**config.mk**
```make
export PLATFORM = sky130hd
export DESIGN_NAME = rx_header_decode_flat
export DESIGN_NICKNAME = d
export VERILOG_FILES = /design/src/rtl/rx_header_decode_if.sv /design/src/rtl/rx_header_decode.sv /design/src/flat_wrapper.sv
export SDC_FILE = /design/constraint.sdc
export NUM_CORES = 1
export LEC_CHECK = 0
export ABC_AREA = 1
export CAP_MARGIN = 10
export CORE_UTILIZATION = 28
export CTS_CLUSTER_SIZE = 30
export DETAILED_ROUTE_END_ITERATION = 8
export GPL_TIMING_DRIVEN = 0
export PLACE_DENSITY = 0.58
export SLEW_MARGIN = 5
export SYNTH_ARGS = -nofsm -noshare
export SYNTH_HDL_FRONTEND = slang
export SYNTH_SLANG_ARGS = --single-unit
```
**constraint.sdc**
```tcl
create_clock -name clk_6M -period 1.8 [get_ports clk_6M]
set_clock_uncertainty 0.1 [all_clocks]
set_input_delay 0.36 -clock clk_6M [delete_from_list [all_inputs] [get_ports clk_6M]]
set_output_delay 0.36 -clock clk_6M [all_outputs]
set_load 0.02 [all_outputs]
```
**src/rtl/rx_header_decode_if.sv**
```systemverilog
// Header-decoder bus: correlator/link-controller inputs and decoded header outputs.
// master = surrounding baseband logic, slave = rx_header_decode.
interface rx_header_decode_if;
  logic       p_1us;
  logic       rx_header_st_p;
  logic       rx_abort;
  logic       rxbit;
  logic       rx_whiten_en;
  logic [6:0] whitening_init;
  logic [7:0] hec_init;
  logic [2:0] regi_mylt_address;

  logic       hdr_busy;
  logic       hdr_valid_p;
  logic [2:0] hdr_lt_addr;
  logic [3:0] hdr_type;
  logic       hdr_flow;
  logic       hdr_arqn;
  logic       hdr_seqn;
  logic       hec_ok;
  logic       lt_addressed;
  logic       rxispoll;
  logic [4:0] fec_corr_cnt;

  modport master (
    output p_1us, rx_header_st_p, rx_abort, rxbit, rx_whiten_en, whitening_init, hec_init,
           regi_mylt_address,
    input  hdr_busy, hdr_valid_p, hdr_lt_addr, hdr_type, hdr_flow, hdr_arqn, hdr_seqn, hec_ok,
           lt_addressed, rxispoll, fec_corr_cnt
  );

  modport slave (
    input  p_1us, rx_header_st_p, rx_abort, rxbit, rx_whiten_en, whitening_init, hec_init,
           regi_mylt_address,
    output hdr_busy, hdr_valid_p, hdr_lt_addr, hdr_type, hdr_flow, hdr_arqn, hdr_seqn, hec_ok,
           lt_addressed, rxispoll, fec_corr_cnt
  );
endinterface

```
**src/rtl/rx_header_decode.sv**
```systemverilog
// Serial baseband packet-header receiver: FEC 1/3 majority vote, de-whitening and HEC check,
// presenting the decoded header fields with a one-cycle valid pulse.
module rx_header_decode #(
  parameter int unsigned HDR_BITS = 54,
  parameter logic [7:0]  HEC_POLY = 8'hA7
) (
  input logic               clk_6M,
  input logic               rstz,
  rx_header_decode_if.slave bus
);

  localparam logic [4:0] LastIdx = 5'(HDR_BITS / 3 - 1);
  localparam logic [4:0] NumInfo = 5'd10;

  typedef enum logic [1:0] {StIdle, StCollect, StDone} state_e;

  state_e     state_q, state_d;
  logic       whiten_en_q;
  logic [6:0] wht_q, wht_next;
  logic [7:0] hec_q, hec_next;
  logic [1:0] tri_cnt_q;
  logic [1:0] tri_q;
  logic [4:0] info_idx_q;
  logic       match_q;
  logic [9:0] info_q;
  logic [4:0] fec_cnt_q;

  logic [2:0] lt_q;
  logic [3:0] type_q;
  logic       flow_q, arqn_q, seqn_q;
  logic       hec_ok_q, lt_addr_q, poll_q;

  logic start, strobe, third, last;
  logic maj, disagree, d, hec_fb, hec_bit_ok, hec_ok_d, lt_match_d;

  always_comb begin
    start      = bus.rx_header_st_p & ~bus.rx_abort;
    // A restart or abort wins over a bit strobe in the same cycle.
    strobe     = (state_q == StCollect) & bus.p_1us & ~bus.rx_abort & ~bus.rx_header_st_p;
    third      = strobe & (tri_cnt_q == 2'd2);
    last       = (info_idx_q == LastIdx);
    maj        = (tri_q[1] & tri_q[0]) | (tri_q[1] & bus.rxbit) | (tri_q[0] & bus.rxbit);
    disagree   = ~((tri_q[1] == tri_q[0]) & (tri_q[0] == bus.rxbit));
    d          = maj ^ (wht_q[6] & whiten_en_q);
    hec_fb     = hec_q[7] ^ d;
    hec_next   = {hec_q[6:0], 1'b0} ^ ({8{hec_fb}} & HEC_POLY);
    // Received HEC bit k is compared against hec_q[7-k]; hec_q is frozen after info bit 9.
    hec_bit_ok = (d == hec_q[3'(LastIdx - info_idx_q)]);
    hec_ok_d   = match_q & hec_bit_ok;
    lt_match_d = hec_ok_d & (info_q[2:0] == bus.regi_mylt_address);
    wht_next    = {wht_q[5:0], wht_q[6]};
    wht_next[4] = wht_q[3] ^ wht_q[6];
  end

  always_comb begin
    state_d = state_q;
    unique case (state_q)
      StIdle:    if (start) state_d = StCollect;
      StCollect: if (third && last) state_d = StDone;
      StDone:    state_d = StIdle;
      default:   state_d = StIdle;
    endcase
    if (bus.rx_abort) begin
      state_d = StIdle;
    end else if (bus.rx_header_st_p) begin
      state_d = StCollect;
    end
  end

  always_ff @(posedge clk_6M or negedge rstz) begin
    if (!rstz) begin
      state_q <= StIdle;
    end else begin
      state_q <= state_d;
    end
  end

  always_ff @(posedge clk_6M or negedge rstz) begin
    if (!rstz) begin
      whiten_en_q <= 1'b0;
      wht_q       <= '0;
      hec_q       <= '0;
      tri_cnt_q   <= '0;
      tri_q       <= '0;
      info_idx_q  <= '0;
      match_q     <= 1'b0;
      info_q      <= '0;
      fec_cnt_q   <= '0;
      lt_q        <= '0;
      type_q      <= '0;
      flow_q      <= 1'b0;
      arqn_q      <= 1'b0;
      seqn_q      <= 1'b0;
      hec_ok_q    <= 1'b0;
      lt_addr_q   <= 1'b0;
      poll_q      <= 1'b0;
    end else if (start) begin
      whiten_en_q <= bus.rx_whiten_en;
      wht_q       <= bus.whitening_init;
      hec_q       <= bus.hec_init;
      tri_cnt_q   <= '0;
      tri_q       <= '0;
      info_idx_q  <= '0;
      match_q     <= 1'b1;
      fec_cnt_q   <= '0;
    end else if (strobe) begin
      if (third) begin
        tri_cnt_q  <= '0;
        wht_q      <= wht_next;
        info_idx_q <= info_idx_q + 5'd1;
        if (disagree) fec_cnt_q <= fec_cnt_q + 5'd1;
        if (info_idx_q < NumInfo) begin
          info_q <= {d, info_q[9:1]};
          hec_q  <= hec_next;
        end else if (!hec_bit_ok) begin
          match_q <= 1'b0;
        end
        if (last) begin
          lt_q      <= info_q[2:0];
          type_q    <= info_q[6:3];
          flow_q    <= info_q[7];
          arqn_q    <= info_q[8];
          seqn_q    <= info_q[9];
          hec_ok_q  <= hec_ok_d;
          lt_addr_q <= lt_match_d;
          poll_q    <= lt_match_d & (info_q[6:3] == 4'h1);
        end
      end else begin
        tri_q     <= {tri_q[0], bus.rxbit};
        tri_cnt_q <= tri_cnt_q + 2'd1;
      end
    end
  end

  always_comb begin
    bus.hdr_busy     = (state_q == StCollect);
    bus.hdr_valid_p  = (state_q == StDone);
    bus.hdr_lt_addr  = lt_q;
    bus.hdr_type     = type_q;
    bus.hdr_flow     = flow_q;
    bus.hdr_arqn     = arqn_q;
    bus.hdr_seqn     = seqn_q;
    bus.hec_ok       = hec_ok_q;
    bus.lt_addressed = lt_addr_q;
    bus.rxispoll     = poll_q;
    bus.fec_corr_cnt = fec_cnt_q;
  end

endmodule

```
**src/flat_wrapper.sv**
```systemverilog
// flat-port wrapper written by rule: the top's interface ports become plain ports
module rx_header_decode_flat 
#(
  parameter int unsigned HDR_BITS = 54,
  parameter logic [7:0]  HEC_POLY = 8'hA7
)
  (clk_6M, rstz, bus_p_1us, bus_rx_header_st_p, bus_rx_abort, bus_rxbit, bus_rx_whiten_en, bus_whitening_init, bus_hec_init, bus_regi_mylt_address, bus_hdr_busy, bus_hdr_valid_p, bus_hdr_lt_addr, bus_hdr_type, bus_hdr_flow, bus_hdr_arqn, bus_hdr_seqn, bus_hec_ok, bus_lt_addressed, bus_rxispoll, bus_fec_corr_cnt);
  rx_header_decode_if bus_i ();
  input logic clk_6M;
  input logic rstz;
  input wire logic [$bits(bus_i.p_1us)-1:0] bus_p_1us;
  input wire logic [$bits(bus_i.rx_header_st_p)-1:0] bus_rx_header_st_p;
  input wire logic [$bits(bus_i.rx_abort)-1:0] bus_rx_abort;
  input wire logic [$bits(bus_i.rxbit)-1:0] bus_rxbit;
  input wire logic [$bits(bus_i.rx_whiten_en)-1:0] bus_rx_whiten_en;
  input wire logic [$bits(bus_i.whitening_init)-1:0] bus_whitening_init;
  input wire logic [$bits(bus_i.hec_init)-1:0] bus_hec_init;
  input wire logic [$bits(bus_i.regi_mylt_address)-1:0] bus_regi_mylt_address;
  output wire logic [$bits(bus_i.hdr_busy)-1:0] bus_hdr_busy;
  output wire logic [$bits(bus_i.hdr_valid_p)-1:0] bus_hdr_valid_p;
  output wire logic [$bits(bus_i.hdr_lt_addr)-1:0] bus_hdr_lt_addr;
  output wire logic [$bits(bus_i.hdr_type)-1:0] bus_hdr_type;
  output wire logic [$bits(bus_i.hdr_flow)-1:0] bus_hdr_flow;
  output wire logic [$bits(bus_i.hdr_arqn)-1:0] bus_hdr_arqn;
  output wire logic [$bits(bus_i.hdr_seqn)-1:0] bus_hdr_seqn;
  output wire logic [$bits(bus_i.hec_ok)-1:0] bus_hec_ok;
  output wire logic [$bits(bus_i.lt_addressed)-1:0] bus_lt_addressed;
  output wire logic [$bits(bus_i.rxispoll)-1:0] bus_rxispoll;
  output wire logic [$bits(bus_i.fec_corr_cnt)-1:0] bus_fec_corr_cnt;
  assign bus_i.p_1us = bus_p_1us;
  assign bus_i.rx_header_st_p = bus_rx_header_st_p;
  assign bus_i.rx_abort = bus_rx_abort;
  assign bus_i.rxbit = bus_rxbit;
  assign bus_i.rx_whiten_en = bus_rx_whiten_en;
  assign bus_i.whitening_init = bus_whitening_init;
  assign bus_i.hec_init = bus_hec_init;
  assign bus_i.regi_mylt_address = bus_regi_mylt_address;
  assign bus_hdr_busy = bus_i.hdr_busy;
  assign bus_hdr_valid_p = bus_i.hdr_valid_p;
  assign bus_hdr_lt_addr = bus_i.hdr_lt_addr;
  assign bus_hdr_type = bus_i.hdr_type;
  assign bus_hdr_flow = bus_i.hdr_flow;
  assign bus_hdr_arqn = bus_i.hdr_arqn;
  assign bus_hdr_seqn = bus_i.hdr_seqn;
  assign bus_hec_ok = bus_i.hec_ok;
  assign bus_lt_addressed = bus_i.lt_addressed;
  assign bus_rxispoll = bus_i.rxispoll;
  assign bus_fec_corr_cnt = bus_i.fec_corr_cnt;
  rx_header_decode #(.HDR_BITS(HDR_BITS), .HEC_POLY(HEC_POLY)) u_core (.clk_6M(clk_6M), .rstz(rstz), .bus(bus_i));
endmodule
```
==> metrics, run 1 <==
grt met3 use 0.02531; global-route wire length before repair between 10000 and 15000 um; WHS Endpoint u_core.tri_q[0]$_DFFE_PN0P_; filler instances approximately 1100; post-layout util 0.3724; asr flop ratio synth 1.000; die area 10500 um^2; initial antenna violation count 0; met2 Use GR 0.2190; GRT met1 Usage 0.1631; num ports 45; Final Cycle Share 0.9668; relative slew slack 0.5865; placed wire-length estimate about 4400 um; CTS clock-pin slew for the worst setup and hold paths about 0.1 ns; critical path peak fanout 2; synthesized flop and latch total 56; placed cell count between 500 and 600; Post-Synthesis Cell Area between 2000 and 3000 um^2; R2R Path End u_core.hec_q[0]$_DFFE_PN0P_; Clock Sink Count 56; number of distinct library cells after synthesis 35; Yosys top cell by area dfrtp_1; Max Cap Viol 0; unrepaired setup endpoints after global routing true; via count 2265; Worst IR Drop VDD ~0.30 mV; Worst Reg2Reg Path Length in Cells 9; crit path kind reg -> out; most common cell in the netlist nand2_1; CTS max path bufs 2; drt initial violations 64; Die Wd 102.5 um; fin crit period between 1.5 and 2 ns; Yosys top cell area share 0.4958; crit path cell chain clkdlybuf4s50_1; CP top delay family buffers and inverters; Clk pwr share 0.246; DP Worst Slack -0.3882 ns; Antenna Cells 0; hold wc startpoint bus_rxbit; top post-synthesis cells by count 100 x nand2_1, 56 x dfrtp_1, 29 x inv_1; post-route ant nets 0; First-pass DRT Iterations 4; area delta synth->final 28.77%; Core ar. 9774 um^2; Hold/Removal Path Class in -> reg; Fin. Hold Viols 0; gr usage total 0.1275; hold path cells 3; Seq/Total Area, Yosys 0.4958; CP Launch Type flip-flop; GR peak layer met2; root buf cell clkbuf_8; average vias per placed instance about 4.3; Worst-Skew Late Latency between 0.3 and 0.4 ns; peak per-stage delay on the critical path 0.60 ns; Seq pwr share 0.544; # nets final between 400 and 500; share of cells above drive strength 1 0.1440; # port buffers 44; setup ws final 0.05981 ns; GPL Wtd Cong around 0.74; Syn Area/Cell just under 9 um^2; Final Max Tran Viols 0; Final Setup Violations 0; combinational share of power 0.211; status finished clean; CTS tree done; power per cell area 748.2 nW/um^2; Post-synth EDFFs 0; CP arrival around 1.3 ns; row count 36; Finished Layout Cells 522; largest net degree at the start of global routing 32; P_int about 1.9 mW; critical path's slowest cell clkdlybuf4s50_1; number of remaining DRC errors 0; Least-Margin Pin Slew 0.6203 ns; H-tree depth 2; Crit path depth 1; top cells by area, synth dfrtp_1 50%, nand2_1 13%, nand3_1 4.1%; Net Sw Frac 0.3083; reg2reg start u_core.info_idx_q[2]$_DFFE_PN0P_; crit path buf inv count 1; syn_nets between 300 and 400; worst endpoint required time approximately 1.3 ns; WL final approximately 6100 um; leakage between 1.5 and 2 nW; number of buffers created by CTS 5; Synth Warn # 0; crit path capture type primary output; Die Ht 102.5 um; Max Clock Freq around 570 MHz; Initial Util 0.2892; Mapped Cells around 330; P_sw approximately 0.84 mW; vias in the first global route 2253; gr ovfl total 0; r2r setup slk 0.14 ns; WL/cell between 10 and 15 um; Synth Flop Type dfrtp_1
## registers in the layout, indices dropped and copies added (netlist names), 2 cells and up
| register | flops |
|---|---|
| u_core.bus.fec_corr_cnt | 5 |
| u_core.state_q | 2 |
| u_core.wht_q | 7 |
| u_core.bus.hdr_type | 4 |
| u_core.info_q | 10 |
| u_core.info_idx_q | 5 |
| u_core.hec_q | 8 |
| u_core.bus.hdr_lt_addr | 3 |
| u_core.tri_cnt_q | 2 |
| u_core.tri_q | 2 |
## cell usage in the layout (no fill, tap or decap), types with 2 or more instances in the layout
| master | count |
|---|---|
| a21oi_1 | 9 |
| a22oi_1 | 4 |
| a31oi_1 | 2 |
| buf_2 | 3 |
| buf_4 | 11 |
| buf_6 | 2 |
| clkbuf_8 | 5 |
| clkdlybuf4s50_1 | 32 |
| dfrtp_1 | 56 |
| dlygate4sd2_1 | 7 |
| dlymetal6s2s_1 | 4 |
| ha_1 | 6 |
| inv_1 | 28 |
| inv_2 | 3 |
| nand2_1 | 97 |
| nand2_2 | 2 |
| nand2_8 | 2 |
| nand3_1 | 23 |
| nand4_1 | 3 |
| nor2_1 | 24 |
| nor2_2 | 3 |
| nor2_4 | 4 |
| nor3_1 | 2 |
| o211ai_1 | 2 |
| o21ai_0 | 8 |
| o21ai_1 | 11 |
| o21ai_2 | 8 |
| o22ai_1 | 2 |
| xnor2_1 | 2 |
| xor2_1 | 6 |
## layout make-up
| type | count | area, um^2 | area share |
|---|---|---|---|
| tap | 133 | 166.4 | 0.04572 |
| multi-input combinational | 231 | 1277 | 0.3510 |
| timing repair buffer | 56 | 541.8 | 0.1488 |
| clock buffer | 5 | 68.82 | 0.01891 |
| buffer | 7 | 48.80 | 0.01341 |
| clock inverter | 2 | 12.51 | 0.003438 |
| sequential | 56 | 1401 | 0.3850 |
| inverter | 32 | 122.6 | 0.03369 |
## per-layer routing
| metal | part of all wire | vias up |
|---|---|---|
| li1 | - | 1179 |
| met1 | 0.48 | 1047 |
| met2 | 0.47 | 35 |
| met3 | 0.037 | 4 |
| met4 | 0.0074 | 0 |
| met5 | 0 | - |
## metrics by stage
stage / TNS, ns / total power [mW] / hold WS [ns] / area [um^2]
final: 0 / 2.723 / 0.2657 / 3640
after global routing: -0.001189 / 2.909 / 0.2718 / 3640
after CTS: 0 / 2.758 / 0.3915 / 3602
after detailed placement: -17.35 / 2.090 / 0.3120 / 3448
after global placement: -103.35 / 2.076 / 0.3555 / 3433
after floorplan: 0 / 1.841 / -0.03559 / 2826
## logic make-up after synthesis
family,count (synthesis),share of synthesized area
AND/OR/NAND/NOR,168,0.2842
buffers and inverters,39,0.05932
XOR/XNOR,8,0.02479
flip-flops,56,0.4958
adder cells (fa/ha/maj),7,0.03099
AO/OA/AOI/OAI,48,0.1049
## power groups by stage
stage	clock network (mW)	logic [mW]	registers, mW
global placement	0	0.571	1.51
global route	0.750	0.659	1.50
finish	0.669	0.573	1.48
floorplan	0	0.315	1.53
detailed placement	0	0.586	1.50
CTS	0.706	0.570	1.48
## how the worst max path moves through the flow
stage,from,to,slack (ns)
3_5_place_dp,bus_rx_abort,u_core.info_q[9]$_DFFE_PN0P_,-0.39
3_3_place_gp,rstz,u_core.hec_q[2]$_DFFE_PN0P_,-1.57
5_1_grt,u_core.tri_q[0]$_DFFE_PN0P_,u_core.hec_q[1]$_DFFE_PN0P_,-0.001
6_report,u_core.bus.hdr_lt_addr[2]$_DFFE_PN0P_,bus_hdr_lt_addr[2],0.06
4_1_cts,u_core.bus.hec_ok$_DFFE_PN0P_,bus_hec_ok,0.01
2_1_floorplan,u_core.state_q[1]$_DFFE_PN0P_,u_core.hec_q[0]$_DFFE_PN0P_,0.19
## timing repair
item	4_1_cts	5_1_grt
hold buffers	1	0
buffers inserted	9	1
gates resized for setup	9	13
endpoints found under the hold margin	25	0
pin swaps	4	1
setup endpoints to repair	23	24
(Power assumes the default switching activity.)
==> inputs of run 2 (changes only) <==
--- a/config.mk
+++ b/config.mk
@@ -16,3 +16,4 @@
 export SYNTH_ARGS = -nofsm -noshare
 export SYNTH_HDL_FRONTEND = slang
 export SYNTH_SLANG_ARGS = --single-unit
+export TNS_END_PERCENT = 20
==> metrics, run 2 (synthesis gave the netlist of run 1 again) <==
CTS clock-pin slew for the worst setup and hold paths 0.10 ns; GPL Wtd Cong between 0.7 and 0.8; crit path kind reg -> out; Clk pwr share 0.246; # nets final 420; global-route wire length before repair roughly 10000 um; Clock Sink Count 56; leakage between 1.5 and 2 nW; Initial Util 0.2892; critical path peak fanout 2; gr ovfl total 0; P_int roughly 1.9 mW; crit path cell chain clkdlybuf4s50_1; CP top delay family buffers and inverters; Seq pwr share 0.544; Final Setup Violations 0; crit path buf inv count 1; First-pass DRT Iterations 4; placed wire-length estimate ~4400 um; WL/cell between 10 and 15 um; Least-Margin Pin Slew about 0.62 ns; Hold/Removal Path Class in -> reg; total power about 2.7 mW; crit path capture type primary output; largest net degree at the start of global routing 32; number of remaining DRC errors 0; unrepaired setup endpoints after global routing true; critical path's slowest cell clkdlybuf4s50_1; Core ar. about 10000 um^2; Max Clock Freq approximately 570 MHz; combinational share of power 0.210; average vias per placed instance between 4 and 5; Fin. Hold Viols 0; H-tree depth 2; commonest non-fill, non-tap cell in the layout nand2_1; Final Max Tran Viols 0; Net Sw Frac 0.3081; Antenna Cells 0; via count between 2000 and 2500; worst endpoint required time around 1.3 ns; CTS max path bufs 2; Worst IR Drop VDD between 0.2 and 0.3 mV; num ports 45; peak per-stage delay on the critical path around 0.60 ns; final hold slack ~0.27 ns; max reg flops 10; Die Wd around 100 um; CP Launch Type flip-flop; CP arrival 1.28 ns; Max Cap Viol 0; root buf cell clkbuf_8; post-route ant nets 0; final instance area ~3600 um^2; drt initial violations between 60 and 70; fin crit period about 1.7 ns; power per cell area 748.6 nW/um^2; # port buffers 44; P_sw 0.8383 mW; share of cells above drive strength 1 0.1418; relative slew slack 0.5858; gr usage total 0.1270; Top reg by flops u_core.info_q; commonest non-fill, non-tap cells in the layout 97 x nand2_1, 56 x dfrtp_1, 31 x clkdlybuf4s50_1, 28 x inv_1, 24 x nor2_1; area delta synth->final 28.60%; post-layout util 0.3719; vias in the first global route around 2200; biggest registers after layout u_core.info_q: 10 flops, u_core.hec_q: 8 flops, u_core.wht_q: 7 flops; status finished clean; number of buffers created by CTS 5; WL final 6058 um; initial antenna violation count 0; Die Ht between 100 and 150 um; row count 36; area of placed instances around 3400 um^2; Worst-Skew Late Latency approximately 0.31 ns; Final Cycle Share 0.9668; CTS tree done; die area between 10000 and 15000 um^2
==> run 2: changes by cell type in the layout (fill, tap and decap cells not counted), sizes merged <==
cell           change
dlymetal6s2s       +1
clkdlybuf4s50      -1
buf                -1
==> run 2: final cells by class <==
cell class / count / area (um^2)
sequential: 56 / 1401
inverter: 32 / 122.6
clock inverter: 2 / 12.51
multi-input combinational: 231 / 1277
clock buffer: 5 / 68.82
buffer: 7 / 48.80
timing repair buffer: 55 / 536.8
tap: 133 / 166.4
fill: 1058 / 6140
==> run 2: power groups by stage <==
| stage | clock (mW) | combinational [mW] | sequential (mW) |
|---|---|---|---|
| floorplan | 0 | 0.315 | 1.53 |
| global placement | 0 | 0.571 | 1.51 |
| detailed placement | 0 | 0.586 | 1.50 |
| CTS | 0.706 | 0.565 | 1.48 |
| global route | 0.750 | 0.659 | 1.50 |
| finish | 0.668 | 0.572 | 1.48 |
==> run 2: path summary, 6_finish.rpt <==
path | startpoint | slack (ns) | end | cells past startpoint
setup / recovery | u_core.bus.hdr_lt_addr[2]$_DFFE_PN0P_ | 0.06 | bus_hdr_lt_addr[2] | 1
hold reg to reg | u_core.match_q$_DFFE_PN0P_ | 0.39 | u_core.match_q$_DFFE_PN0P_ | 2
setup reg to reg | u_core.info_idx_q[2]$_DFFE_PN0P_ | 0.14 | u_core.hec_q[0]$_DFFE_PN0P_ | 9
hold / removal | bus_rxbit | 0.27 | u_core.tri_q[0]$_DFFE_PN0P_ | 3
min in group asynchronous | rstz | 0.49 | u_core.bus.hdr_type[2]$_DFFE_PN0P_ | 2
max in group asynchronous | rstz | 0.53 | u_core.wht_q[4]$_DFFE_PN0P_ | 3
==> run 2: layer usage <==
layer / share of wire / vias to the layer above / global-route usage
met5: 0 / - / 0
met4: 0.0084 / 0 / 0.03297
met3: 0.037 / 5 / 0.02531
met2: 0.48 / 34 / 0.2185
met1: 0.48 / 1043 / 0.1623
li1: - / 1176 / -
==> run 2: stage by stage <==
step | setup TNS (ns) | instances | worst slack, ns
2_1_floorplan | 0 | 326 | 0.1871
3_3_place_gp | -103.35 | 503 | -1.571
3_5_place_dp | -17.35 | 504 | -0.3882
4_1_cts | -0.01494 | 518 | -0.01494
5_1_grt | -0.001190 | 521 | -0.001190
6_report | 0 | 521 | 0.05978
==> run 2: what timing repair did <==
item / CTS / global route
gates resized for setup: 9 / 14
pin swaps: 3 / 2
setup endpoints to repair: 23 / 25
endpoints found under the hold margin: 25 / 0
hold buffers: 1 / 0
setup buffers: 6 / 3
==> inputs of run 3 (changes only) <==
--- a/config.mk
+++ b/config.mk
@@ -8,10 +8,12 @@
 export ABC_AREA = 1
 export CAP_MARGIN = 10
 export CORE_UTILIZATION = 28
+export CTS_BUF_LIST = sky130_fd_sc_hd__clkbuf_8 sky130_fd_sc_hd__clkbuf_16
 export CTS_CLUSTER_SIZE = 30
 export DETAILED_ROUTE_END_ITERATION = 8
 export GPL_TIMING_DRIVEN = 0
 export PLACE_DENSITY = 0.58
+export RECOVER_POWER = 100
 export SLEW_MARGIN = 5
 export SYNTH_ARGS = -nofsm -noshare
 export SYNTH_HDL_FRONTEND = slang
==> constraint.sdc (replaced) <==
create_clock -name clk_6M -period 1.8 [get_ports clk_6M]
set_clock_uncertainty 0.1 [all_clocks]
set_input_delay 0.27 -clock clk_6M [delete_from_list [all_inputs] [get_ports clk_6M]]
set_output_delay 0.27 -clock clk_6M [all_outputs]
set_load 0.02 [all_outputs]
==> metrics, run 3 (synthesis gave the netlist of run 1 again) <==
average vias per placed instance around 4.4; fin crit period 1.735 ns; Max Cap Viol 0; Worst-Skew Late Latency 0.31 ns; First-pass DRT Iterations 4; max reg flops 10; CTS max path bufs 2; # nets final ~400; gr ovfl total 0; WL final 5964 um; combinational share of power 0.211; initial antenna violation count 0; crit path capture type flip-flop; leakage around 1.7 nW; CP Launch Type input pin; Final Max Tran Viols 0; final instance area 3541 um^2; final hold slack 0.3843 ns; crit path kind in -> reg; Max Clock Freq ~580 MHz; Fin. Hold Viols 0; Initial Util 0.2892; global-route wire length before repair a little over 10000 um; area delta synth->final 25.28%; Net Sw Frac 0.3080; via count 2253; CTS tree done; die area around 11000 um^2; status finished clean; commonest non-fill, non-tap cells in the layout 97 x nand2_1, 55 x dfrtp_1, 34 x clkdlybuf4s50_1, 28 x inv_1, 25 x nor2_1; WL/cell about 12 um; share of cells above drive strength 1 0.1184; Clock Sink Count between 50 and 60; post-route ant nets 0; drt initial violations 72; num ports 45; Top reg by flops u_core.info_q; Antenna Cells 0; root buf cell clkbuf_8; Hold/Removal Path Class reg -> reg; r2r setup slk ~0.11 ns; critical path peak fanout 10; Least-Margin Pin Slew 0.6361 ns; Final Cycle Share 0.9637; number of buffers created by CTS 5; Final Setup Violations 0; worst endpoint required time about 1.9 ns; biggest registers after layout u_core.info_q: 10 flops, u_core.hec_q: 8 flops, u_core.wht_q: 7 flops; filler instances around 1100; GPL Wtd Cong approximately 0.74; Worst IR Drop VDD 0.3008 mV; Core ar. roughly 9800 um^2; P_sw ~0.84 mW; unrepaired setup endpoints after global routing true; relative slew slack 0.5760; Seq pwr share 0.543; placed wire-length estimate 4427 um; commonest non-fill, non-tap cell in the layout nand2_1; H-tree depth 2; Clk pwr share 0.245; Die Ht 102.5 um; CTS clock-pin slew for the worst setup and hold paths about 0.1 ns; # port buffers between 40 and 50; gr usage total 0.1250; Die Wd between 100 and 150 um; area of placed instances ~3400 um^2; CP arrival between 1.5 and 2 ns; P_int ~1.9 mW; row count 36; vias in the first global route ~2200; number of remaining DRC errors 0; power per cell area slightly below 800 nW/um^2; largest net degree at the start of global routing 32
-- run 3: path summary, 6_finish.rpt --
| kind | start | endpoint | cells past startpoint |
|---|---|---|---|
| max | bus_rx_header_st_p | u_core.tri_cnt_q[0]$_DFFE_PN0P_ | 7 |
| min | u_core.match_q$_DFFE_PN0P_ | u_core.match_q$_DFFE_PN0P_ | 2 |
| max reg2reg | u_core.state_q[1]$_DFFE_PN0P_ | u_core.hec_q[0]$_DFFE_PN0P_ | 8 |
| min reg2reg | u_core.match_q$_DFFE_PN0P_ | u_core.match_q$_DFFE_PN0P_ | 2 |
| max in group asynchronous | rstz | u_core.info_idx_q[1]$_DFFE_PN0P_ | 3 |
| min in group asynchronous | rstz | u_core.bus.hdr_type[2]$_DFFE_PN0P_ | 2 |
-- run 3: metal layers --
metal / wire [um] / part of all wire / global-route usage
met5: 0 / 0 / 0
met1: 2831 / 0.47 / 0.1584
met2: 2836 / 0.48 / 0.2159
met4: 46 / 0.0077 / 0.03297
met3: 250 / 0.042 / 0.02531
-- run 3: what timing repair did --
| action | 4_1_cts | 5_1_grt |
|---|---|---|
| pin swaps | 0 | 1 |
| hold endpoints to repair | 25 | 0 |
| cloned | 0 | 0 |
| gates resized for setup | 3 | 11 |
| hold buffers | 1 | 0 |
| endpoints found under the setup margin | 9 | 18 |
| buffers inserted | 0 | 1 |
-- run 3: power groups by stage --
stage | logic [mW] | clock network (mW) | registers (mW)
after detailed placement | 0.586 | 0 | 1.50
after global placement | 0.571 | 0 | 1.51
final | 0.576 | 0.669 | 1.48
after CTS | 0.587 | 0.706 | 1.48
after floorplan | 0.315 | 0 | 1.53
after global routing | 0.660 | 0.750 | 1.50
-- run 3: worst max-delay path, stage by stage --
cell and delay [ns]:
clkdlybuf4s50_1 0.49, inv_2 0.07, nor2_4 0.26, inv_2 0.17
buf_1 0.31, nand4_1 0.17, o21ai_0 0.09
-- run 3: cell type report --
cell class | count | area [um^2] | share of cell area
Inverter | 32 | 122.6 | 0.03463
Clock inverter | 2 | 12.51 | 0.003534
Multi-Input combinational cell | 231 | 1272 | 0.3594
Timing Repair Buffer | 47 | 451.7 | 0.1276
Buffer | 7 | 43.79 | 0.01237
Clock buffer | 5 | 68.82 | 0.01943
Sequential cell | 56 | 1403 | 0.3961
Tap cell | 133 | 166.4 | 0.04700
-- run 3: per-stage QoR --
step | power, mW | util | std cells | setup TNS (ns) | worst slack (ns)
5_1_grt | 2.911 | 0.3623 | 513 | -0.08598 | -0.02624
6_report | 2.726 | 0.3623 | 513 | 0 | 0.06526
3_3_place_gp | 2.076 | 0.3513 | 503 | -93.27 | -1.481
3_5_place_dp | 2.090 | 0.3528 | 504 | -12.31 | -0.2982
4_1_cts | 2.776 | 0.3619 | 512 | 0 | 0.007155
2_1_floorplan | 1.841 | - | 326 | 0 | 0.1871
